===== src/rtl/mem_arb_pkg.sv =====
// Shared types and constants for the two-requester memory port arbiter.
package mem_arb_pkg;

    localparam int DEF_AW = 5;
    localparam int DEF_DW = 32;

    localparam int REQ0 = 0;
    localparam int REQ1 = 1;

    typedef enum logic [1:0] {
        IDLE   = 2'd0,
        ACCESS = 2'd1,
        WAIT   = 2'd2,
        RESP   = 2'd3
    } arbState_t;

endpackage


===== src/rtl/mem_port_arbiter_rr_arb2.sv =====
// Two-way round-robin picker producing a one-hot grant.
// Build option: MEM_ARB_FIXED_PRIO_EN makes requester 0 always win ties and removes the pointer.
module rr_arb2
    import mem_arb_pkg::*;
(
    input  logic       clk,
    input  logic       rst,
    input  logic [1:0] req_i,
    input  logic       update_i,
    output logic [1:0] grant_o
);

`ifdef MEM_ARB_FIXED_PRIO_EN

    logic unusedInputs;
    assign unusedInputs = ^{clk, rst, update_i};

    // Requester 0 takes every tie; a lone request is granted as-is.
    always_comb begin
        grant_o = req_i;
        if (req_i[REQ0] && req_i[REQ1]) begin
            grant_o = 2'b00;
            grant_o[REQ0] = 1'b1;
        end
    end

`else

    logic ptr_q;
    logic ptr_d;

    // The pointer names the requester favoured on the next tie; after a grant it
    // points at the requester that did not win.
    always_comb begin
        ptr_d = ptr_q;
        if (update_i) begin
            ptr_d = grant_o[REQ0];
        end
    end

    // Pointer register; reset favours requester 0.
    always_ff @(posedge clk or posedge rst) begin
        if (rst) begin
            ptr_q <= 1'b0;
        end else begin
            ptr_q <= ptr_d;
        end
    end

    // Ties are broken by the pointer; a lone request is granted as-is.
    always_comb begin
        grant_o = req_i;
        if (req_i[REQ0] && req_i[REQ1]) begin
            grant_o[REQ1] = ptr_q;
            grant_o[REQ0] = !ptr_q;
        end
    end

`endif

endmodule


===== src/rtl/mem_port_arbiter.sv =====
// Two-requester sequencer in front of a single-port word memory: one access at a
// time, one-cycle strobes, read data captured per requester, ack pulse to the winner.
// Build option: MEM_ARB_FIXED_PRIO_EN selects fixed priority (requester 0) instead of round-robin.
module mem_port_arbiter
    import mem_arb_pkg::*;
#(
    parameter int AW       = DEF_AW,
    parameter int DW       = DEF_DW,
    parameter int READ_LAT = 0
) (
    input  logic          clk,
    input  logic          rst,
    input  logic          r0_req,
    input  logic          r0_we,
    input  logic [AW-1:0] r0_addr,
    input  logic [DW-1:0] r0_wdata,
    output logic          r0_ack,
    output logic [DW-1:0] r0_rdata,
    input  logic          r1_req,
    input  logic          r1_we,
    input  logic [AW-1:0] r1_addr,
    input  logic [DW-1:0] r1_wdata,
    output logic          r1_ack,
    output logic [DW-1:0] r1_rdata,
    output logic [AW-1:0] mem_addr,
    output logic [AW-1:0] mem_addrRe,
    output logic [DW-1:0] mem_write_data,
    output logic          mem_MemRead,
    output logic          mem_MemWrite,
    input  logic [DW-1:0] mem_read_data,
    output logic          busy
);

    localparam int CW = (READ_LAT > 0) ? $clog2(READ_LAT + 1) : 1;
    localparam logic [CW-1:0] WAIT_LOAD = (READ_LAT > 0) ? CW'(READ_LAT - 1) : '0;

    arbState_t     state_q, state_d;
    logic          we_q, we_d;
    logic [AW-1:0] addr_q, addr_d;
    logic [DW-1:0] wdata_q, wdata_d;
    logic          winner_q, winner_d;
    logic [CW-1:0] count_q, count_d;
    logic [DW-1:0] rdata0_q, rdata0_d;
    logic [DW-1:0] rdata1_q, rdata1_d;
    logic [1:0]    grant;
    logic          update;
    logic          capture;

    rr_arb2 u_arb (
        .clk      (clk),
        .rst      (rst),
        .req_i    ({r1_req, r0_req}),
        .update_i (update),
        .grant_o  (grant)
    );

    // All state clears asynchronously, which also drops any in-flight strobe.
    always_ff @(posedge clk or posedge rst) begin
        if (rst) begin
            state_q  <= IDLE;
            we_q     <= 1'b0;
            addr_q   <= '0;
            wdata_q  <= '0;
            winner_q <= 1'b0;
            count_q  <= '0;
            rdata0_q <= '0;
            rdata1_q <= '0;
        end else begin
            state_q  <= state_d;
            we_q     <= we_d;
            addr_q   <= addr_d;
            wdata_q  <= wdata_d;
            winner_q <= winner_d;
            count_q  <= count_d;
            rdata0_q <= rdata0_d;
            rdata1_q <= rdata1_d;
        end
    end

    // Sequencing: latch the winner's request in IDLE, strobe memory, wait out the
    // read latency, then pulse ack. The arbiter pointer advances when a grant is
    // taken; arbitration only happens in IDLE so this matches advancing at RESP.
    always_comb begin
        state_d  = state_q;
        we_d     = we_q;
        addr_d   = addr_q;
        wdata_d  = wdata_q;
        winner_d = winner_q;
        count_d  = count_q;
        rdata0_d = rdata0_q;
        rdata1_d = rdata1_q;
        update   = 1'b0;
        capture  = 1'b0;

        unique case (state_q)
            IDLE: begin
                if (grant[REQ0] || grant[REQ1]) begin
                    update   = 1'b1;
                    winner_d = grant[REQ1];
                    if (grant[REQ1]) begin
                        we_d    = r1_we;
                        addr_d  = r1_addr;
                        wdata_d = r1_wdata;
                    end else begin
                        we_d    = r0_we;
                        addr_d  = r0_addr;
                        wdata_d = r0_wdata;
                    end
                    state_d = ACCESS;
                end
            end
            ACCESS: begin
                if (we_q) begin
                    state_d = RESP;
                end else if (READ_LAT == 0) begin
                    capture = 1'b1;
                    state_d = RESP;
                end else begin
                    count_d = WAIT_LOAD;
                    state_d = WAIT;
                end
            end
            WAIT: begin
                if (count_q == '0) begin
                    capture = 1'b1;
                    state_d = RESP;
                end else begin
                    count_d = count_q - 1'b1;
                end
            end
            RESP: begin
                state_d = IDLE;
            end
            default: begin
                state_d = IDLE;
            end
        endcase

        if (capture) begin
            if (winner_q) begin
                rdata1_d = mem_read_data;
            end else begin
                rdata0_d = mem_read_data;
            end
        end
    end

    assign mem_addr       = addr_q;
    assign mem_addrRe     = addr_q;
    assign mem_write_data = wdata_q;
    assign mem_MemWrite   = (state_q == ACCESS) && we_q;
    assign mem_MemRead    = ((state_q == ACCESS) || (state_q == WAIT)) && !we_q;
    assign r0_ack         = (state_q == RESP) && !winner_q;
    assign r1_ack         = (state_q == RESP) && winner_q;
    assign r0_rdata       = rdata0_q;
    assign r1_rdata       = rdata1_q;
    assign busy           = (state_q != IDLE);

endmodule


===== config.mk =====
export PLATFORM = sky130hd
export DESIGN_NAME = mem_port_arbiter
export DESIGN_NICKNAME = d
export VERILOG_FILES = /design/src/rtl/mem_arb_pkg.sv /design/src/rtl/mem_port_arbiter_rr_arb2.sv /design/src/rtl/mem_port_arbiter.sv
export SDC_FILE = /design/constraint.sdc
export NUM_CORES = 1
export LEC_CHECK = 0
export CORE_ASPECT_RATIO = 1.75
export CORE_MARGIN = 2
export CORE_UTILIZATION = 37
export DETAILED_ROUTE_END_ITERATION = 12
export GPL_TIMING_DRIVEN = 0
export PLACE_DENSITY = 0.76
export SYNTH_ARGS = -nofsm -noshare
export SYNTH_HDL_FRONTEND = slang
export SYNTH_SLANG_ARGS = --single-unit

===== constraint.sdc =====
create_clock -name clk -period 3.5 [get_ports clk]
set_clock_uncertainty 0.1 [all_clocks]
set_input_delay 0.7 -clock clk [delete_from_list [all_inputs] [get_ports clk]]
set_output_delay 0.7 -clock clk [all_outputs]
set_load 0.01 [all_outputs]

Word-level counts from Yosys, hierarchy flattened
Index checks and enable logic that the tools add are counted.
- register bits after elaboration: 107
- bits in latches: 0
- memory bits (writable): 0
- ROM bits: 0
- input port bits: 112
- logic and storage cells: 45
- memories: 0
- add/sub/neg operators: 1
- multiply operators: 0
- divide/modulo/power cells: 0
- $lt $le $gt $ge: 0
- equality and inequality tests: 5
- shift operators: 0
- mux-type cells: 13
- bitwise operators: 1
- reductions and logical operators: 16
- operator list (cell ; number):
    two-way mux 32 bit ; 1
    one-hot mux 2 bit (4 select lines) ; 1
    AND reduction 2 bit ; 4
    two-way mux 1 bit ; 6
    two-way mux 2 bit ; 3
    logical AND 1 bit ; 5
    two-way mux 5 bit ; 1
    == test 2 bit (second input constant) ; 2
    != test 2 bit (second input constant) ; 2
    zero test 1 bit ; 3
    == test 2 x 1 -> 1 bit (second input constant) ; 1
    zero test 2 bit ; 1
    logical OR 1 bit ; 2
    one-hot mux 1 bit (2 select lines) ; 1
    nonzero test 2 bit ; 1
    inverter 1 bit ; 1
    subtractor 1 bit (second input constant) ; 1

Longest topological paths before layout
Gate-level depths: netlist (run 1).
- depth in word-level cells: 5
- gate-level depth with buffers: 7
- mapped depth without buffers: 5

Modules after synthesis
From an unflattened synthesis (run 1), not the netlist that was laid out.
- cell total of the unflattened synthesis: 337
- area total of the unflattened synthesis: 4634.4 sq um
- modules (own cells, without submodules) (module ; instances ; cells each ; area an instance (sq um) ; sequential area each (sq um)):
    mem_port_arbiter ; 1 ; 331 ; 4568.1 ; 2627.5
    rr_arb2 ; 1 ; 6 ; 66.3 ; 25.0

Worst setup path after synthesis (run 1)
No wires, ideal clock.
- kind: reg-to-output
- from: register state_q[0]
- to: output mem_MemRead
- arrival time: 1.004 ns
- data required time: 2.700 ns
- setup slack: 1.696 ns
- stages on the path, launching flop included: 4
- path through: dfrtp_1 inv_1 ha_1 nor2b_1
- cells in the longest elaborated chain, start to end: 3
- elaborated cells between the ends (all ways): 4
- those cells by class: 2 x eq/ne; 2 x reduce/logical
- RTL lines (item ; RTL line ; RTL):
    start: declaration ; mem_port_arbiter.sv:37 ; arbState_t state_q, state_d;
    start signal: assignment ; mem_port_arbiter.sv:69 ; state_q <= state_d;
    == test 2 x 1 -> 1 bit or == test 2 bit (tied branches) ; mem_port_arbiter.sv:152 ; assign mem_MemRead = ((state_q == ACCESS) || (state_q == WAIT)) && !we_q;
    logical OR 1 bit * ; mem_port_arbiter.sv:152 ;
    logical AND 1 bit * ; mem_port_arbiter.sv:152 ;
    end: declaration ; mem_port_arbiter.sv:28 ; output logic mem_MemRead,
Mark *: on every way between the ends. The rest lies on a longest branch, timed or not.

Worst setup path after layout (run 1)
Same ends and word-level chain as after synthesis.

==> results of run 1 <==
[state kept, by name, indices dropped and copies added (netlist names)]
signal          flops
mem_write_data     32
winner_q            1
we_q                1
state_q             2
r1_rdata           32
u_arb.ptr_q         1
r0_rdata           32
mem_addr            5
[kinds of logic (layout without fill, tap and decap cells)]
logic type	count (synthesis)	in the layout
AND/OR/NAND/NOR	49	49
buffers and inverters	41	280
flip-flops	106	106
adder cells (fa/ha/maj)	4	4
multiplexers	65	65
AO/OA/AOI/OAI	123	123
[cell type report]
| type | instances | area [sq um] |
|---|---|---|
| plain buffers | 36 | 234 |
| repair buffers | 223 | 2250 |
| well taps | 168 | 210 |
| clock inverters | 6 | 57.6 |
| clock buffers | 10 | 239 |
| fillers | 1030 | 5010 |
| multi-input cells | 241 | 1820 |
| inverters | 5 | 22.5 |
| flip-flops and latches | 106 | 2650 |
[worst reg2reg max path: cells and delay by family (launching register included)]
family / cells / cell delay, ps
adders and majority gates: 1 / 380
DFF: 1 / 400
buffers and inverters: 2 / 320
muxes: 1 / 320
AOI/OAI and AO/OA: 1 / 110
and+or+nand+nor: 1 / 170
[placed cells by master (no fill, tap or decap), types with 2 or more instances in the layout]
cell,n
dfrtp_1,106
nor2b_1,2
o21ai_0,29
inv_1,4
buf_12,2
mux2_4,32
clkbuf_16,9
nand2_1,2
nor2_1,38
ha_1,4
inv_8,2
buf_1,2
buf_6,6
buf_2,8
o21ai_1,11
nor2b_4,2
mux2_2,33
buf_4,11
and2_1,2
a31oi_1,40
clkinv_4,3
clkdlybuf4s50_1,221
a21oi_1,40
clkbuf_1,7
clkbuf_2,2
[power by group through the flow]
stage / registers, mW / logic, mW / clock network (mW)
after floorplan: 2.50 / 1.51 / 0
after detailed placement: 2.26 / 3.58 / 0
after CTS: 2.24 / 3.60 / 1.04
after global placement: 2.23 / 3.49 / 0
final: 2.24 / 3.56 / 1.01
after global routing: 2.32 / 3.83 / 1.08
[worst paths after layout]
check | start | end | slack (ps)
setup / recovery | state_q[0] | mem_MemRead | 760
hold / removal | r0_rdata[2] | r0_rdata[2] | 400
setup reg to reg | state_q[0] | r0_rdata[20] | 1590
hold reg to reg | r0_rdata[2] | r0_rdata[2] | 400
max in group asynchronous | rst | r1_rdata[0] | 2110
min in group asynchronous | rst | r1_rdata[9] | 610
[metal layers]
layer,share of wire,vias to the layer above
met5,0,-
met4,0.032,0
met3,0.073,34
met1,0.35,1967
li1,-,1842
met2,0.54,204
[through the flow]
step | power [mW] | setup slack [ps]
after floorplan | 4.01 | 1430
after global placement | 5.72 | 441
after detailed placement | 5.84 | 1150
after CTS | 6.88 | 744
after global routing | 7.23 | 604
final | 6.81 | 758
==> impl_summary.txt, run 1 <==
----------------------------------------------------
[Clock network]
  Hold buffer count at cts ... 0
  H-tree depth ... 3
  Clock transition time at the flip-flop clock pins of the worst setup and hold paths ... approximately 70 ps
  TritonCTS clock tree ... done
  Clock tree buffer depth ... 2
  Clock insertion delay at the later pin of the skew report ... 340 ps
  CTS buffer count ... 9
  Post-CTS Setup Inserts ... 0
  Clk Tree Root Cell ... clkbuf_16
  Sinks on Clock Net ... 106
  Resized cells post-CTS ... 0

[Cells and area]
  Post-Route Utilization ... 0.599
  Area of all placed cells without fillers ... approximately 7500 sq um
  Area delta synth->final ... 58.4%
  Filler-free cell count of the finished design ... between 700 and 800
  # diodes ... 0
  Share of post-route cells with drive strength above 1 ... 0.183
  Fin nets ... 738

[Critical path]
  Highest-delay cell along the critical path ... clkdlybuf4s50_1
  Top fanout value on the critical path ... 4
  Worst-path cell chain ... inv_1, ha_1, nor2b_1, clkdlybuf4s50_1
  WP buf/inv ... 2
  Depth of the worst register-to-register path ... 6
  Crit end category ... output pin
  Required time worst endpoint ... 2700 ps
  Nature of the critical path startpoint ... flip-flop
  Crit Path Category ... reg2out
  Crit path depth ... 4
  Largest incremental delay on the critical path ... 560 ps
  Worst path top cell family by delay ... buffers and inverters
  Arrival time of data at the critical path endpoint ... 1940 ps

[Logic synthesis]
  List of most frequent post-synthesis cells ... dfrtp_1 (106), a21oi_1 (40), a31oi_1 (40)
  Synthesized-area fraction occupied by ao, oa, aoi and oai cells ... 0.147
  Dominant combinational cell family by area after synthesis ... multiplexers
  Yosys Warn Count ... 0
  Adder-cell share of the synthesized area ... 0.0106
  Share of synthesized flip-flops with an asynchronous set or reset ... 1.00
  Total standard cell area after synthesis ... around 4700 sq um
  Unique masters post-synth ... 26
  Post-synthesis cell type with the largest combined area ... dfrtp_1
  Number of nets produced by synthesis ... about 500
  Most numerous cell in the Yosys netlist ... dfrtp_1
  Cell count after synthesis ... between 300 and 400
  Area share of and/or/nand/nor cells after synthesis ... 0.0474
  Mux cell area share after synthesis ... 0.180
  Primary FF master, synth ... dfrtp_1
  Synthesized area per cell ... 12.2 sq um
  #FFs+latches synth ... 106
  Fraction of the yosys area taken by sequential cells ... 0.561
  Count of flip-flops with a built-in enable after synthesis ... 0
  Largest cells by area after synthesis ... dfrtp_1 (56%), mux2_4 (10%), mux2_2 (7.9%)
  Synthesized-area fraction occupied by xor and xnor cells ... 0
  Top-area cell type share of the netlist area ... 0.561

[Timing]
  Slew of the pin with the lowest slew margin ... around 560 ps
  Pins Over Slew Limit ... 0
  Headroom to the max-slew limit ... 0.628
  Total Negative Setup Slacks ... 0 ps
  Worst-case hold slack ... 404 ps
  Tcrit/Tclk final ... 0.783
  Highest clock frequency the design can meet ... 365 MHz
  Hold violation total from the final report ... 0
  Final setup violation count ... 0
  Setup repair after global routing missed its margin ... false
  Min cycle time layout ... 2740 ps

[Route]
  DR WL/cell ... 17.4 um
  Antenna viol nets, final ... 0
  First-iteration detailed-routing DRC count ... around 180
  Detailed-router iteration count before antenna repair ... 5
  Detailed-route vias per instance ... a little over 5
  DRC violations left ... 0
  Wire length after detailed routing ... roughly 14 mm
  Via count ... 4047

[Power and ir drop]
  Internal portion of total power ... ~4.5 mW
  Switching Power ... around 2.3 mW
  Sequential fraction of design power ... 0.329
  Clk pwr share ... 0.148
  Combinational group share of total power ... 0.523
  Peak supply drop ... between 0.4 and 0.5 mV
  Cell area power density ... around 910 nW/um^2
  Net switching fraction of the power ... 0.334
  Leakage power ... ~3.2 nW

[Placed design]
  Placed cell count ... just under 800
  Global placement routability congestion ... approximately 0.77
  Buffers on Ports ... 221
  Post-DP HPWL ... around 11 mm
  Placement-stage cell area ... 7190 sq um

[Floorplanning]
  Core Area ... ~12000 sq um
  Die area ... ~14000 sq um
  Starting density of the core ... 0.378
  Number of standard-cell rows in the floorplan ... 54
  Die Span X ... about 89 um
  Top Ports ... around 220
  Die height ... approximately 150 um

[Outcome]
  Outcome ... finished clean

[GRT]
  Met2 Usage GRT ... 0.372
  Initial antenna violation count ... 0
  Wire length of the first global-routing pass ... ~22 mm
  Vias in the first global route ... roughly 4300
  Global routing's busiest layer ... met2
  Largest net degree at the start of global routing ... 47
  Met1 routing resource usage after global routing ... 0.215
  Grt met3 use ... 0.0499
  Total gr overflow ... 0
  GR Util All Layers ... 0.203

[Hold path]
  Hold path depth ... 1
  Hold WC Path Type ... reg2reg

[Run]
  Max capacitance violation total ... 0

----------------------------------------------------
Note: power is estimated with default switching activity, not from simulation.
==> run 2: changes to the inputs <==
CORE_UTILIZATION = 41   (was 37)
PLACE_DENSITY = 0.8   (was 0.76)
clock period = 2.85 ns   (was 3.5 ns; I/O delays follow)
==> impl_summary.txt, run 2 (same netlist as run 1, synthesis figures left out) <==
----------------------------------------------------
[Critical path]
  Required time worst endpoint ... 2180 ps (was 2700 ps)
  Slack of the worst reg-to-reg path ... 950 ps (was 1590 ps)
  Crit end category ... output pin (unchanged)
  Worst path top cell family by delay ... buffers and inverters (unchanged)
  Highest-delay cell along the critical path ... clkdlybuf4s50_1 (unchanged)
  Worst-path cell chain ... inv_1, ha_1, nor2b_1, clkdlybuf4s50_1 (unchanged)
  Worst flop-to-flop path startpoint ... state_q[0] (unchanged)
  Largest incremental delay on the critical path ... 590 ps (was 560 ps)
  Arrival time of data at the critical path endpoint ... 1960 ps (was 1940 ps)
  Nature of the critical path startpoint ... flip-flop (unchanged)
  Worst reg2reg path endpoint ... r0_rdata[13] (was r0_rdata[20])
  Crit Path Category ... reg2out (unchanged)
  Depth of the worst register-to-register path ... 6 (unchanged)
  Top fanout value on the critical path ... 4 (unchanged)
  WP buf/inv ... 2 (unchanged)

[Route]
  Detailed-router iteration count before antenna repair ... 5 (unchanged)
  First-iteration detailed-routing DRC count ... 233 (was 179)
  Via count ... 4023 (was 4047)
  Detailed-route vias per instance ... 5.30 (was 5.09)
  DRC violations left ... 0 (unchanged)
  Antenna viol nets, final ... 0 (unchanged)
  Top routing layer in use ... met4 (unchanged)
  Met1 wire length ... 5.33 mm (was 4.87 mm)
  DR WL/cell ... 18.9 um (was 17.4 um)
  Wire length after detailed routing ... 14.3 mm (was 13.8 mm)
  Detailed route wirelength on metal3 ... 872 um (was 1.01 mm)
  DR WL met2 ... 7.59 mm (was 7.52 mm)

[Timing]
  Hold violation total from the final report ... 0 (unchanged)
  Headroom to the max-slew limit ... 0.538 (was 0.628)
  Final setup violation count ... 0 (unchanged)
  Tcrit/Tclk final ... 0.922
  Pins Over Slew Limit ... 0 (unchanged)
  Worst-case hold slack ... 406 ps (was 404 ps)
  Slew of the pin with the lowest slew margin ... 691 ps (was 558 ps)
  Highest clock frequency the design can meet ... between 300 and 400 MHz
  Setup repair after global routing missed its margin ... false (unchanged)
  Min cycle time layout ... around 2600 ps

[Clock network]
  Clock transition time at the flip-flop clock pins of the worst setup and hold paths ... 70 ps (about the same)
  Resized cells post-CTS ... 0 (unchanged)
  Clock tree buffer depth ... 2 (unchanged)
  Clock insertion delay at the later pin of the skew report ... 340 ps (about the same)
  TritonCTS clock tree ... done (unchanged)
  Clk Tree Root Cell ... clkbuf_16 (unchanged)
  Sinks on Clock Net ... 106 (unchanged)
  Post-CTS Setup Inserts ... 0 (unchanged)
  CTS buffer count ... 9 (unchanged)
  Hold buffer count at cts ... 0 (unchanged)
  H-tree depth ... 3 (unchanged)

[GRT]
  Wire length of the first global-routing pass ... 23.2 mm (was 21.7 mm)
  Largest net degree at the start of global routing ... 43 (was 47)
  Vias in the first global route ... 4413 (was 4321)
  GR Util All Layers ... 0.235 (was 0.203)
  Initial antenna violation count ... 0 (unchanged)
  Total gr overflow ... 0 (unchanged)

[Floorplanning]
  Die Span X ... 85.2 um (was 89.4 um)
  Die height ... 146 um (was 154 um)
  Core Area ... 11200 sq um (was 12500 sq um)
  Number of standard-cell rows in the floorplan ... 51 (was 54)
  Starting density of the core ... 0.423 (was 0.378)
  Top Ports ... 223 (unchanged)
  Die area ... 12400 sq um (was 13700 sq um)

[Hold path]
  Hold path depth ... 1 (unchanged)
  Hold WC Path Type ... reg2reg (unchanged)
  Worst hold path startpoint ... r1_rdata[31] (was r0_rdata[2])
  End point of the worst hold path ... r1_rdata[31] (was r0_rdata[2])

[Outcome]
  Outcome ... finished clean (unchanged)

[Cells and area]
  Most common library cell in the layout ignoring fill and taps ... clkdlybuf4s50_1 (unchanged)
  Area delta synth->final ... 57.1% (was 58.4%)
  Filler-free cell count of the finished design ... 759 (was 795)
  Share of post-route cells with drive strength above 1 ... 0.182 (was 0.183)
  Fin nets ... 738 (unchanged)
  # diodes ... 0 (unchanged)
  Most frequent cells in the layout ... clkdlybuf4s50_1 (221), dfrtp_1 (106), a31oi_1 (40), a21oi_1 (40), nor2_1 (38) (unchanged)
  Filler instances ... 869 (was 1030)

[Placed design]
  Buffers on Ports ... 221 (unchanged)
  Global placement routability congestion ... 0.824 (was 0.765)
  Post-DP HPWL ... 11.1 mm (was 10.6 mm)
  Placed cell count ... 743 (was 779)

[Power and ir drop]
  Cell area power density ... 1120 nW/um^2 (was 909 nW/um^2)
  Peak supply drop ... 0.709 mV (was 0.409 mV)
  Leakage power ... 3.15 nW (was 3.16 nW)

[Run]
  Max capacitance violation total ... 0 (unchanged)

----------------------------------------------------
[run 2: cell type report]
type / count / area [sq um] / area share
clock inverter: 6 / 47.5 / 0.00640
tap: 132 / 165 / 0.0222
timing repair buffer: 223 / 2250 / 0.303
sequential: 106 / 2650 / 0.357
buffer: 36 / 234 / 0.0315
multi-input combinational: 241 / 1820 / 0.245
inverter: 5 / 22.5 / 0.00303
clock buffer: 10 / 229 / 0.0308
[run 2: per-layer routing]
metal	GRT usage	up-vias
li1	-	1844
met1	0.267	1961
met2	0.414	181
met3	0.0492	37
met4	0.106	0
met5	0	-
[run 2: stage by stage]
step           area [sq um]  total power [mW]  TNS (ps)   util  setup WS (ps)
2_1_floorplan          4730              4.92         0      -            906
3_3_place_gp           7110              7.02    -10980  0.637           -114
3_5_place_dp           7150              7.21         0  0.640            583
4_1_cts                7420              8.43         0  0.665            190
5_1_grt                7420              8.82         0  0.665            139
6_report               7420              8.34         0  0.665            224
[run 2: how the worst max path moves through the flow]
stage | depth (start not counted) | startpoint | endpoint
2_1_floorplan | 1 | rst | mem_addr[0]
3_3_place_gp | 2 | rst | mem_write_data[25]
3_5_place_dp | 4 | state_q[0] | mem_MemRead
4_1_cts | 4 | state_q[0] | mem_MemRead
5_1_grt | 4 | state_q[0] | mem_MemRead
6_report | 4 | state_q[0] | mem_MemRead
[run 2: where the power goes]
part	switching, mW	total (mW)	internal [mW]
combinational	1.74	4.38	2.64
clock	0.578	1.18	0.604
sequential	0.490	2.78	2.29
total	2.80	8.34	5.53
